`config.mk`:
```
export PLATFORM = sky130hd
export DESIGN_NAME = dma_cfg_slave
export DESIGN_NICKNAME = d
export VERILOG_FILES = /design/src/rtl/dma_cfg_slave_pkg.sv /design/src/rtl/dma_cfg_slave_regs.sv /design/src/rtl/dma_cfg_slave.sv
export SDC_FILE = /design/constraint.sdc
export NUM_CORES = 1
export LEC_CHECK = 0
export BUFFER_PORTS_ARGS = -buffer_cell sky130_fd_sc_hd__buf_2
export CORE_MARGIN = 2
export CORE_UTILIZATION = 40
export CTS_BUF_LIST = sky130_fd_sc_hd__clkbuf_4 sky130_fd_sc_hd__clkbuf_8 sky130_fd_sc_hd__clkbuf_16
export CTS_CLUSTER_SIZE = 10
export DETAILED_ROUTE_END_ITERATION = 10
export PLACE_DENSITY_LB_ADDON = 0.25
export SYNTH_ARGS = -nofsm -noshare
export SYNTH_HDL_FRONTEND = slang
export SYNTH_SLANG_ARGS = --single-unit
```
`constraint.sdc`:
```
create_clock -name clk -period 2.3 [get_ports clk]
set_input_delay 0.46 -clock clk [delete_from_list [all_inputs] [get_ports clk]]
set_output_delay 0.46 -clock clk [all_outputs]
set_load 0.03 [all_outputs]
```
`src/rtl/dma_cfg_slave_pkg.sv`:
```
// dma_pkg: shared definitions for the DMA configuration slave.
//   - register word offsets (address bits [5:2])
//   - AXI response and burst encodings
//   - write/read channel state enums
//   - small helpers for address stepping, decode and byte-lane merging
package dma_pkg;

  localparam logic [3:0] OFF_CTRL   = 4'd0;
  localparam logic [3:0] OFF_SRC    = 4'd1;
  localparam logic [3:0] OFF_DST    = 4'd2;
  localparam logic [3:0] OFF_LEN    = 4'd3;
  localparam logic [3:0] OFF_STATUS = 4'd4;

  localparam logic [1:0] RESP_OKAY   = 2'b00;
  localparam logic [1:0] RESP_SLVERR = 2'b10;

  localparam logic [1:0] BURST_FIXED = 2'b00;
  localparam logic [1:0] BURST_INCR  = 2'b01;

  typedef enum logic [1:0] {
    W_IDLE = 2'd0,
    W_DATA = 2'd1,
    W_RESP = 2'd2
  } wstate_e;

  typedef enum logic {
    R_IDLE = 1'b0,
    R_DATA = 1'b1
  } rstate_e;

  // Anything above STATUS in the word-offset space has no register behind it.
  function automatic logic is_unmapped(input logic [3:0] off);
    return (off > OFF_STATUS);
  endfunction

  // FIXED bursts stay on one word; every other burst type steps one word.
  function automatic logic [3:0] next_off(input logic [3:0] off, input logic [1:0] burst);
    return (burst == BURST_FIXED) ? off : (off + 4'd1);
  endfunction

  // Replace only the byte lanes selected by the write strobe.
  function automatic logic [31:0] strb_merge(input logic [31:0] old_v,
                                             input logic [31:0] new_v,
                                             input logic [3:0]  strb);
    logic [31:0] r;
    r = old_v;
    for (int b = 0; b < 4; b++) begin
      r[8*b +: 8] = strb[b] ? new_v[8*b +: 8] : old_v[8*b +: 8];
    end
    return r;
  endfunction

endpackage

```
`src/rtl/dma_cfg_slave_regs.sv`:
```
// dma_cfg_regs: DMA configuration register file.
//   we_i/waddr_i/wdata_i/wstrb_i : byte-strobed write port (word offset)
//   raddr_i -> rdata_o/rerr_o    : combinational read decode, rerr_o on unmapped
//   done_i                       : engine completion pulse, sets sticky STATUS[0]
//   dmaen_o/src_o/dst_o/len_o    : register contents to the engine
//   done_o                       : STATUS[0]
module dma_cfg_regs
  import dma_pkg::*;
(
  input  logic        clk,
  input  logic        rst,
  input  logic        we_i,
  input  logic [3:0]  waddr_i,
  input  logic [31:0] wdata_i,
  input  logic [3:0]  wstrb_i,
  input  logic [3:0]  raddr_i,
  input  logic        done_i,
  output logic [31:0] rdata_o,
  output logic        rerr_o,
  output logic        dmaen_o,
  output logic [31:0] src_o,
  output logic [31:0] dst_o,
  output logic [31:0] len_o,
  output logic        done_o
);

  logic        ctrl_q, ctrl_d;
  logic [31:0] src_q, src_d;
  logic [31:0] dst_q, dst_d;
  logic [31:0] len_q, len_d;
  logic        status_q, status_d;
  logic        clr_s;

  // Register next-state: strobed writes, and done-set taking priority over W1C clear.
  always_comb begin
    ctrl_d = ctrl_q;
    src_d  = src_q;
    dst_d  = dst_q;
    len_d  = len_q;
    clr_s  = 1'b0;
    if (we_i) begin
      case (waddr_i)
        OFF_CTRL:   ctrl_d = wstrb_i[0] ? wdata_i[0] : ctrl_q;
        OFF_SRC:    src_d  = strb_merge(src_q, wdata_i, wstrb_i);
        OFF_DST:    dst_d  = strb_merge(dst_q, wdata_i, wstrb_i);
        OFF_LEN:    len_d  = strb_merge(len_q, wdata_i, wstrb_i);
        OFF_STATUS: clr_s  = wstrb_i[0] & wdata_i[0];
        default:    clr_s  = 1'b0;
      endcase
    end else begin
      clr_s = 1'b0;
    end
    if (done_i) begin
      status_d = 1'b1;
    end else if (clr_s) begin
      status_d = 1'b0;
    end else begin
      status_d = status_q;
    end
  end

  // Register storage.
  always_ff @(posedge clk or negedge rst) begin
    if (!rst) begin
      ctrl_q   <= 1'b0;
      src_q    <= 32'd0;
      dst_q    <= 32'd0;
      len_q    <= 32'd0;
      status_q <= 1'b0;
    end else begin
      ctrl_q   <= ctrl_d;
      src_q    <= src_d;
      dst_q    <= dst_d;
      len_q    <= len_d;
      status_q <= status_d;
    end
  end

  // Read decode; single-bit registers read back zero-extended.
  always_comb begin
    rdata_o = 32'd0;
    rerr_o  = 1'b0;
    case (raddr_i)
      OFF_CTRL:   rdata_o = {31'd0, ctrl_q};
      OFF_SRC:    rdata_o = src_q;
      OFF_DST:    rdata_o = dst_q;
      OFF_LEN:    rdata_o = len_q;
      OFF_STATUS: rdata_o = {31'd0, status_q};
      default:    rerr_o  = 1'b1;
    endcase
  end

  assign dmaen_o = ctrl_q;
  assign src_o   = src_q;
  assign dst_o   = dst_q;
  assign len_o   = len_q;
  assign done_o  = status_q;

endmodule

```
`src/rtl/dma_cfg_slave.sv`:
```
// dma_cfg_slave: AXI4 slave holding the DMA configuration registers.
//   S_AW*/S_W*/S_B* : write channels (single, INCR and FIXED bursts)
//   S_AR*/S_R*      : read channels (single, INCR and FIXED bursts)
//   dma_done        : engine completion pulse -> sticky DMA_interrupt (W1C)
//   DMAEN/DMASRC/DMADST/DMALEN : register contents to the engine
// Write and read channels are independent FSMs sharing one register file.
module dma_cfg_slave
  import dma_pkg::*;
#(
  parameter int ID_W   = 8,
  parameter int ADDR_W = 32,
  parameter int DATA_W = 32,
  parameter int LEN_W  = 4
) (
  input  logic              clk,
  input  logic              rst,
  input  logic [ID_W-1:0]   S_AWID,
  input  logic [ADDR_W-1:0] S_AWAddr,
  input  logic [LEN_W-1:0]  S_AWLen,
  input  logic [2:0]        S_AWSize,
  input  logic [1:0]        S_AWBurst,
  input  logic              S_AWValid,
  output logic              S_AWReady,
  input  logic [DATA_W-1:0] S_WData,
  input  logic [3:0]        S_WStrb,
  input  logic              S_WLast,
  input  logic              S_WValid,
  output logic              S_WReady,
  output logic [ID_W-1:0]   S_BID,
  output logic [1:0]        S_BResp,
  output logic              S_BValid,
  input  logic              S_BReady,
  input  logic [ID_W-1:0]   S_ARID,
  input  logic [ADDR_W-1:0] S_ARAddr,
  input  logic [LEN_W-1:0]  S_ARLen,
  input  logic [2:0]        S_ARSize,
  input  logic [1:0]        S_ARBurst,
  input  logic              S_ARValid,
  output logic              S_ARReady,
  output logic [ID_W-1:0]   S_RID,
  output logic [DATA_W-1:0] S_RData,
  output logic [1:0]        S_RResp,
  output logic              S_RLast,
  output logic              S_RValid,
  input  logic              S_RReady,
  input  logic              dma_done,
  output logic              DMAEN,
  output logic [31:0]       DMASRC,
  output logic [31:0]       DMADST,
  output logic [31:0]       DMALEN,
  output logic              DMA_interrupt
);

  wstate_e           w_state_q, w_state_d;
  logic [ID_W-1:0]   awid_q, awid_d;
  logic [3:0]        waddr_q, waddr_d;
  logic [1:0]        wburst_q, wburst_d;
  logic              werr_q, werr_d;
  logic              awready_q, wready_q, bvalid_q;
  logic              reg_we_s;

  rstate_e           r_state_q, r_state_d;
  logic [ID_W-1:0]   rid_q, rid_d;
  logic [3:0]        raddr_q, raddr_d;
  logic [1:0]        rburst_q, rburst_d;
  logic [LEN_W-1:0]  rlen_q, rlen_d;
  logic [LEN_W-1:0]  rcnt_q, rcnt_d;
  logic [31:0]       rdata_q, rdata_d;
  logic [1:0]        rresp_q, rresp_d;
  logic              rlast_q, rlast_d;
  logic              arready_q, rvalid_q;

  logic [3:0]        rd_off_s;
  logic [31:0]       reg_rdata_s;
  logic              reg_rerr_s;
  logic              unused_s;

  // Address, size and AWLen bits that carry no meaning for a 32-bit word register file.
  assign unused_s = ^{S_AWAddr[ADDR_W-1:6], S_AWAddr[1:0], S_ARAddr[ADDR_W-1:6],
                      S_ARAddr[1:0], S_AWLen, S_AWSize, S_ARSize};

  // Read data is fetched one beat ahead: the AR address while idle, else the next beat's address.
  assign rd_off_s = (r_state_q == R_IDLE) ? S_ARAddr[5:2] : next_off(raddr_q, rburst_q);

  dma_cfg_regs u_regs (
    .clk     (clk),
    .rst     (rst),
    .we_i    (reg_we_s),
    .waddr_i (waddr_q),
    .wdata_i (S_WData[31:0]),
    .wstrb_i (S_WStrb),
    .raddr_i (rd_off_s),
    .done_i  (dma_done),
    .rdata_o (reg_rdata_s),
    .rerr_o  (reg_rerr_s),
    .dmaen_o (DMAEN),
    .src_o   (DMASRC),
    .dst_o   (DMADST),
    .len_o   (DMALEN),
    .done_o  (DMA_interrupt)
  );

  // Write channel next-state; WLast alone ends the burst regardless of AWLen.
  always_comb begin
    w_state_d = w_state_q;
    awid_d    = awid_q;
    waddr_d   = waddr_q;
    wburst_d  = wburst_q;
    werr_d    = werr_q;
    reg_we_s  = 1'b0;
    case (w_state_q)
      W_IDLE: begin
        if (S_AWValid && awready_q) begin
          w_state_d = W_DATA;
          awid_d    = S_AWID;
          waddr_d   = S_AWAddr[5:2];
          wburst_d  = S_AWBurst;
          werr_d    = 1'b0;
        end else begin
          w_state_d = W_IDLE;
        end
      end
      W_DATA: begin
        if (S_WValid && wready_q) begin
          reg_we_s = 1'b1;
          werr_d   = werr_q | is_unmapped(waddr_q);
          waddr_d  = next_off(waddr_q, wburst_q);
          w_state_d = S_WLast ? W_RESP : W_DATA;
        end else begin
          w_state_d = W_DATA;
        end
      end
      W_RESP: begin
        if (S_BReady && bvalid_q) begin
          w_state_d = W_IDLE;
        end else begin
          w_state_d = W_RESP;
        end
      end
      default: w_state_d = W_IDLE;
    endcase
  end

  // Write channel state; handshake flags are registered so they stay low through reset.
  always_ff @(posedge clk or negedge rst) begin
    if (!rst) begin
      w_state_q <= W_IDLE;
      awid_q    <= {ID_W{1'b0}};
      waddr_q   <= 4'd0;
      wburst_q  <= 2'b00;
      werr_q    <= 1'b0;
      awready_q <= 1'b0;
      wready_q  <= 1'b0;
      bvalid_q  <= 1'b0;
    end else begin
      w_state_q <= w_state_d;
      awid_q    <= awid_d;
      waddr_q   <= waddr_d;
      wburst_q  <= wburst_d;
      werr_q    <= werr_d;
      awready_q <= (w_state_d == W_IDLE);
      wready_q  <= (w_state_d == W_DATA);
      bvalid_q  <= (w_state_d == W_RESP);
    end
  end

  // Read channel next-state; beat payload is captured so it holds while stalled.
  always_comb begin
    r_state_d = r_state_q;
    rid_d     = rid_q;
    raddr_d   = raddr_q;
    rburst_d  = rburst_q;
    rlen_d    = rlen_q;
    rcnt_d    = rcnt_q;
    rdata_d   = rdata_q;
    rresp_d   = rresp_q;
    rlast_d   = rlast_q;
    case (r_state_q)
      R_IDLE: begin
        if (S_ARValid && arready_q) begin
          r_state_d = R_DATA;
          rid_d     = S_ARID;
          raddr_d   = S_ARAddr[5:2];
          rburst_d  = S_ARBurst;
          rlen_d    = S_ARLen;
          rcnt_d    = {LEN_W{1'b0}};
          rdata_d   = reg_rdata_s;
          rresp_d   = reg_rerr_s ? RESP_SLVERR : RESP_OKAY;
          rlast_d   = (S_ARLen == {LEN_W{1'b0}});
        end else begin
          r_state_d = R_IDLE;
        end
      end
      R_DATA: begin
        if (S_RReady && rvalid_q) begin
          if (rlast_q) begin
            r_state_d = R_IDLE;
            rlast_d   = 1'b0;
          end else begin
            raddr_d = rd_off_s;
            rcnt_d  = rcnt_q + {{(LEN_W-1){1'b0}}, 1'b1};
            rdata_d = reg_rdata_s;
            rresp_d = reg_rerr_s ? RESP_SLVERR : RESP_OKAY;
            rlast_d = ((rcnt_q + {{(LEN_W-1){1'b0}}, 1'b1}) == rlen_q);
          end
        end else begin
          r_state_d = R_DATA;
        end
      end
      default: r_state_d = R_IDLE;
    endcase
  end

  // Read channel state and registered R payload.
  always_ff @(posedge clk or negedge rst) begin
    if (!rst) begin
      r_state_q <= R_IDLE;
      rid_q     <= {ID_W{1'b0}};
      raddr_q   <= 4'd0;
      rburst_q  <= 2'b00;
      rlen_q    <= {LEN_W{1'b0}};
      rcnt_q    <= {LEN_W{1'b0}};
      rdata_q   <= 32'd0;
      rresp_q   <= 2'b00;
      rlast_q   <= 1'b0;
      arready_q <= 1'b0;
      rvalid_q  <= 1'b0;
    end else begin
      r_state_q <= r_state_d;
      rid_q     <= rid_d;
      raddr_q   <= raddr_d;
      rburst_q  <= rburst_d;
      rlen_q    <= rlen_d;
      rcnt_q    <= rcnt_d;
      rdata_q   <= rdata_d;
      rresp_q   <= rresp_d;
      rlast_q   <= rlast_d;
      arready_q <= (r_state_d == R_IDLE);
      rvalid_q  <= (r_state_d == R_DATA);
    end
  end

  assign S_AWReady = awready_q;
  assign S_WReady  = wready_q;
  assign S_BValid  = bvalid_q;
  assign S_BID     = awid_q;
  assign S_BResp   = werr_q ? RESP_SLVERR : RESP_OKAY;
  assign S_ARReady = arready_q;
  assign S_RValid  = rvalid_q;
  assign S_RID     = rid_q;
  assign S_RData   = rdata_q;
  assign S_RResp   = rresp_q;
  assign S_RLast   = rlast_q;

endmodule

```
==> out/qor.csv <==
stage;metric;value;unit
status;status;finished, final reports clean;
placed_design;Port Buffers;230;
clock_network;CTS tree;yes;
clock_network;CTS sink cnt;176;
route;vias after detailed routing;5597;
finish;fin util;51.7;%
clock_network;CTS Buf Count;17;
logic_synthesis;fraction of the yosys area taken by sequential cells;56.5;%
setup_path;CP max stage cell;nor2b_2;
sta;Setup violations, final;0;
placed_design;dpl hpwl;13.3;mm
sta;Worst slew margin;31.4;%
sta;Min Hold Slack;0.00154;ns
logic_synthesis;top cell type's share of synthesized area;56.5;%
logic_synthesis;cell area after synthesis;7790;sq um
clock_network;Max Root-Sink Buffers;2;
logic_synthesis;Synth top cells by count;176 x dfrtp_1, 96 x mux2_2, 60 x nand2_1, 34 x mux2i_1, 32 x a22o_1;
power_and_ir_drop;sequential power share;34.1;%
sta;fin crit share;96.2;%
setup_path;r2r startpoint;raddr_q[0]$_DFFE_PN0P_;
setup_path;Critical Path Source Type;register;
clock_network;Skew-Pair Late Insertion Delay;0.42;ns
route;ANT nets after route;0;
route;drt drc;0;
grt;total grt overflow;0;
logic_synthesis;Primary FF master, synth;dfrtp_1;
route;WL per Instance;17.8;um
power_and_ir_drop;Pwr Density;1370;nW/um^2
flow_run;max_cap viols;0;
setup_path;crit path kind;reg2reg;
sta;unrepaired setup endpoints after global routing;false;
sta;measured slew at the worst slew-check pin;1.02;ns
setup_path;worst-path cell chain;ha_1 -> o21ai_0 -> a31o_2 -> nor2b_2 -> o2bb2ai_1 -> a22o_1;
grt;largest net degree at the start of global routing;51;
grt;Overall Global Routing Usage;19.2;%
floorplan;die area;20600;sq um
grt;initial antenna violation count;0;
setup_path;crit-path leading delay family;simple AND/OR/NAND/NOR gates;
route;DR vias/cell;5.04;
grt;first-pass GRT wire length;30.3;mm
floorplan;FP Rows;51;
floorplan;core area;19300;sq um
route;aggregate routed wire length;19.8;mm
floorplan;Initial Util;40.4;%
sta;fmax;452;MHz
logic_synthesis;Warnings, synthesis;0;
floorplan;die span in x;144;um
clock_network;clk slew on worst S/H paths;0.07;ns
route;Iteration-0 DRC Markers;189;
setup_path;Critical Path AT;2.57;ns
power_and_ir_drop;Total Power;0.0136;W
setup_path;worst path bufs/invs;0;
logic_synthesis;Mapped Cells;589;
power_and_ir_drop;Logic pwr share;43.4;%
logic_synthesis;register bit total from synthesis;176;
sta;fin crit period;2.21;ns
power_and_ir_drop;leakage power total;5.43;nW
setup_path;reg2reg end;S_RData[5]$_DFFE_PN0P_;
finish;share of cells above drive strength 1;47.4;%
logic_synthesis;Synth area leaders;dfrtp_1 57%, mux2_2 14%, mux2i_1 4.4%;
logic_synthesis;Avg Inst Size Synth;13.2;sq um
placed_design;Placer Congestion;0.773;
grt;vias in the first global route;5603;
logic_synthesis;Yosys top cell by area;dfrtp_1;
setup_path;CP max stage delay;0.84;ns
route;first-pass detailed-route iteration total;6;
finish;area grow syn2layout;27.8;%
finish;net count reported at finish;980;
logic_synthesis;Async SR Flop Fraction;100;%
clock_network;H-tree levels;4;
logic_synthesis;synth unique cells;47;
sta;final hold viol count;0;
logic_synthesis;most frequent cell after synthesis;dfrtp_1;
power_and_ir_drop;Switching Share;42.2;%
power_and_ir_drop;maximum VDD drop;0.000627;V
power_and_ir_drop;Pint;0.00786;W
floorplan;Die Y;144;um
power_and_ir_drop;P_sw;0.00573;W
setup_path;CP endpoint kind;register;
clock_network;post_cts resized;0;
sta;worst clock skew;0.0129;ns
sta;setup TNS;0;ns
setup_path;reg2reg setup slack;0.09;ns
floorplan;Ports;299;
clock_network;CTS Root Cell;clkbuf_16;
finish;final-layout fill cell count;1802;
setup_path;CP required;2.66;ns
sta;Max Slew Vio Count;0;
power_and_ir_drop;clock network fraction of total power;22.5;%
hold_path;Hold Crit Class;in2async;
setup_path;Max FO, Critical Path;15;
setup_path;R2R depth;6;
logic_synthesis;number of synthesized flops with an enable pin;0;
## power groups by stage
| stage | Combinational [W] | Clock [W] | Sequential, W |
|---|---|---|---|
| after floorplan | 0.00284 | 0 | 0.00601 |
| after global placement | 0.00574 | 0 | 0.00467 |
| after detailed placement | 0.00578 | 0 | 0.00470 |
| after CTS | 0.00580 | 0.00314 | 0.00465 |
| after global routing | 0.00635 | 0.00326 | 0.00478 |
| final | 0.00590 | 0.00305 | 0.00464 |
## placed cells by master, fill, tap and decap left out, types with 4 or more instances in the layout
cell type	Yosys	routed
mux2_2	96	96
inv_1	4	4
mux2_1	13	13
a21oi_1	13	13
nand2_4	12	12
buf_12	3	5
o21ai_0	13	13
buf_4	8	17
nand2_1	60	60
mux2i_1	34	34
nand3_1	7	7
o2bb2ai_1	31	31
nor2b_1	4	4
a22o_1	32	32
clkinv_4	0	4
ha_1	6	6
clkbuf_16	0	18
nand2b_1	4	4
dfrtp_1	176	176
nor2_1	12	10
buf_2	7	229
## per-layer routing
metal / up-vias / track usage, % / wire length (um)
met3: 24 / 5.10 / 1060
li1: 2627 / - / -
met2: 155 / 31.4 / 9750
met5: - / 0 / 0
met1: 2791 / 24.7 / 8670
met4: 0 / 6.76 / 360
## sequential cells by signal, indices dropped and copies added (netlist names), 2 cells and up
register,flops
S_RData,32
raddr_q,4
rcnt_q,4
rlen_q,4
S_BID,8
u_regs.src_o,32
waddr_q,4
rburst_q,2
w_state_q,2
wburst_q,2
u_regs.len_o,32
u_regs.dst_o,32
S_RID,8
## worst max-delay path by stage
stage                                 start                 endpoint  depth (start not counted)  slack (ns)
floorplan           rburst_q[1]$_DFFE_PN0P_  S_RData[11]$_DFFE_PN0P_                          7        0.45
global placement     raddr_q[0]$_DFFE_PN0P_  S_RData[18]$_DFFE_PN0P_                          6        0.17
detailed placement   raddr_q[0]$_DFFE_PN0P_   S_RData[4]$_DFFE_PN0P_                          6        0.13
CTS                  raddr_q[0]$_DFFE_PN0P_  S_RData[18]$_DFFE_PN0P_                          6        0.11
global route        rburst_q[1]$_DFFE_PN0P_   S_RData[2]$_DFFE_PN0P_                          5        0.02
finish               raddr_q[0]$_DFFE_PN0P_   S_RData[5]$_DFFE_PN0P_                          6        0.09
## metrics by stage
step / area [sq um] / instances / setup WS [ns]
detailed placement: 9290 / 1075 / 0.126
CTS: 9920 / 1107 / 0.113
global route: 9950 / 1109 / 0.0172
global placement: 9290 / 1075 / 0.170
finish: 9950 / 1111 / 0.0871
floorplan: 7790 / 590 / 0.453
## repair_timing
item | CTS | global route
hold buffers | 0 | 0
setup endpoints to repair | 0 | 1
buffers inserted | 0 | 0
## cells by family (layout without fill, tap and decap cells)
group / count (synthesis) / in the layout / synth area share [%]
XOR/XNOR: 6 / 6 / 0.675
flip-flops: 176 / 176 / 56.5
adder cells (fa/ha/maj): 6 / 6 / 0.964
buffers and inverters: 36 / 289 / 3.34
other: 1 / 4 / 0.0481
multiplexers: 143 / 143 / 20.1
AO/OA/AOI/OAI: 105 / 105 / 10.3
AND/OR/NAND/NOR: 116 / 117 / 8.01
## area by class of cell
class / instances / area (sq um) / share of cell area, %
well taps: 265 / 332 / 3.33
flip-flops and latches: 176 / 4400 / 44.2
inverters: 4 / 15.0 / 0.151
clock buffers: 19 / 447 / 4.49
multi-input cells: 379 / 3160 / 31.8
repair buffers: 253 / 1410 / 14.2
clock inverters: 13 / 178 / 1.78
diodes: 2 / 5.00 / 0.0503
No activity file was read; power rests on OpenSTA's default activity.
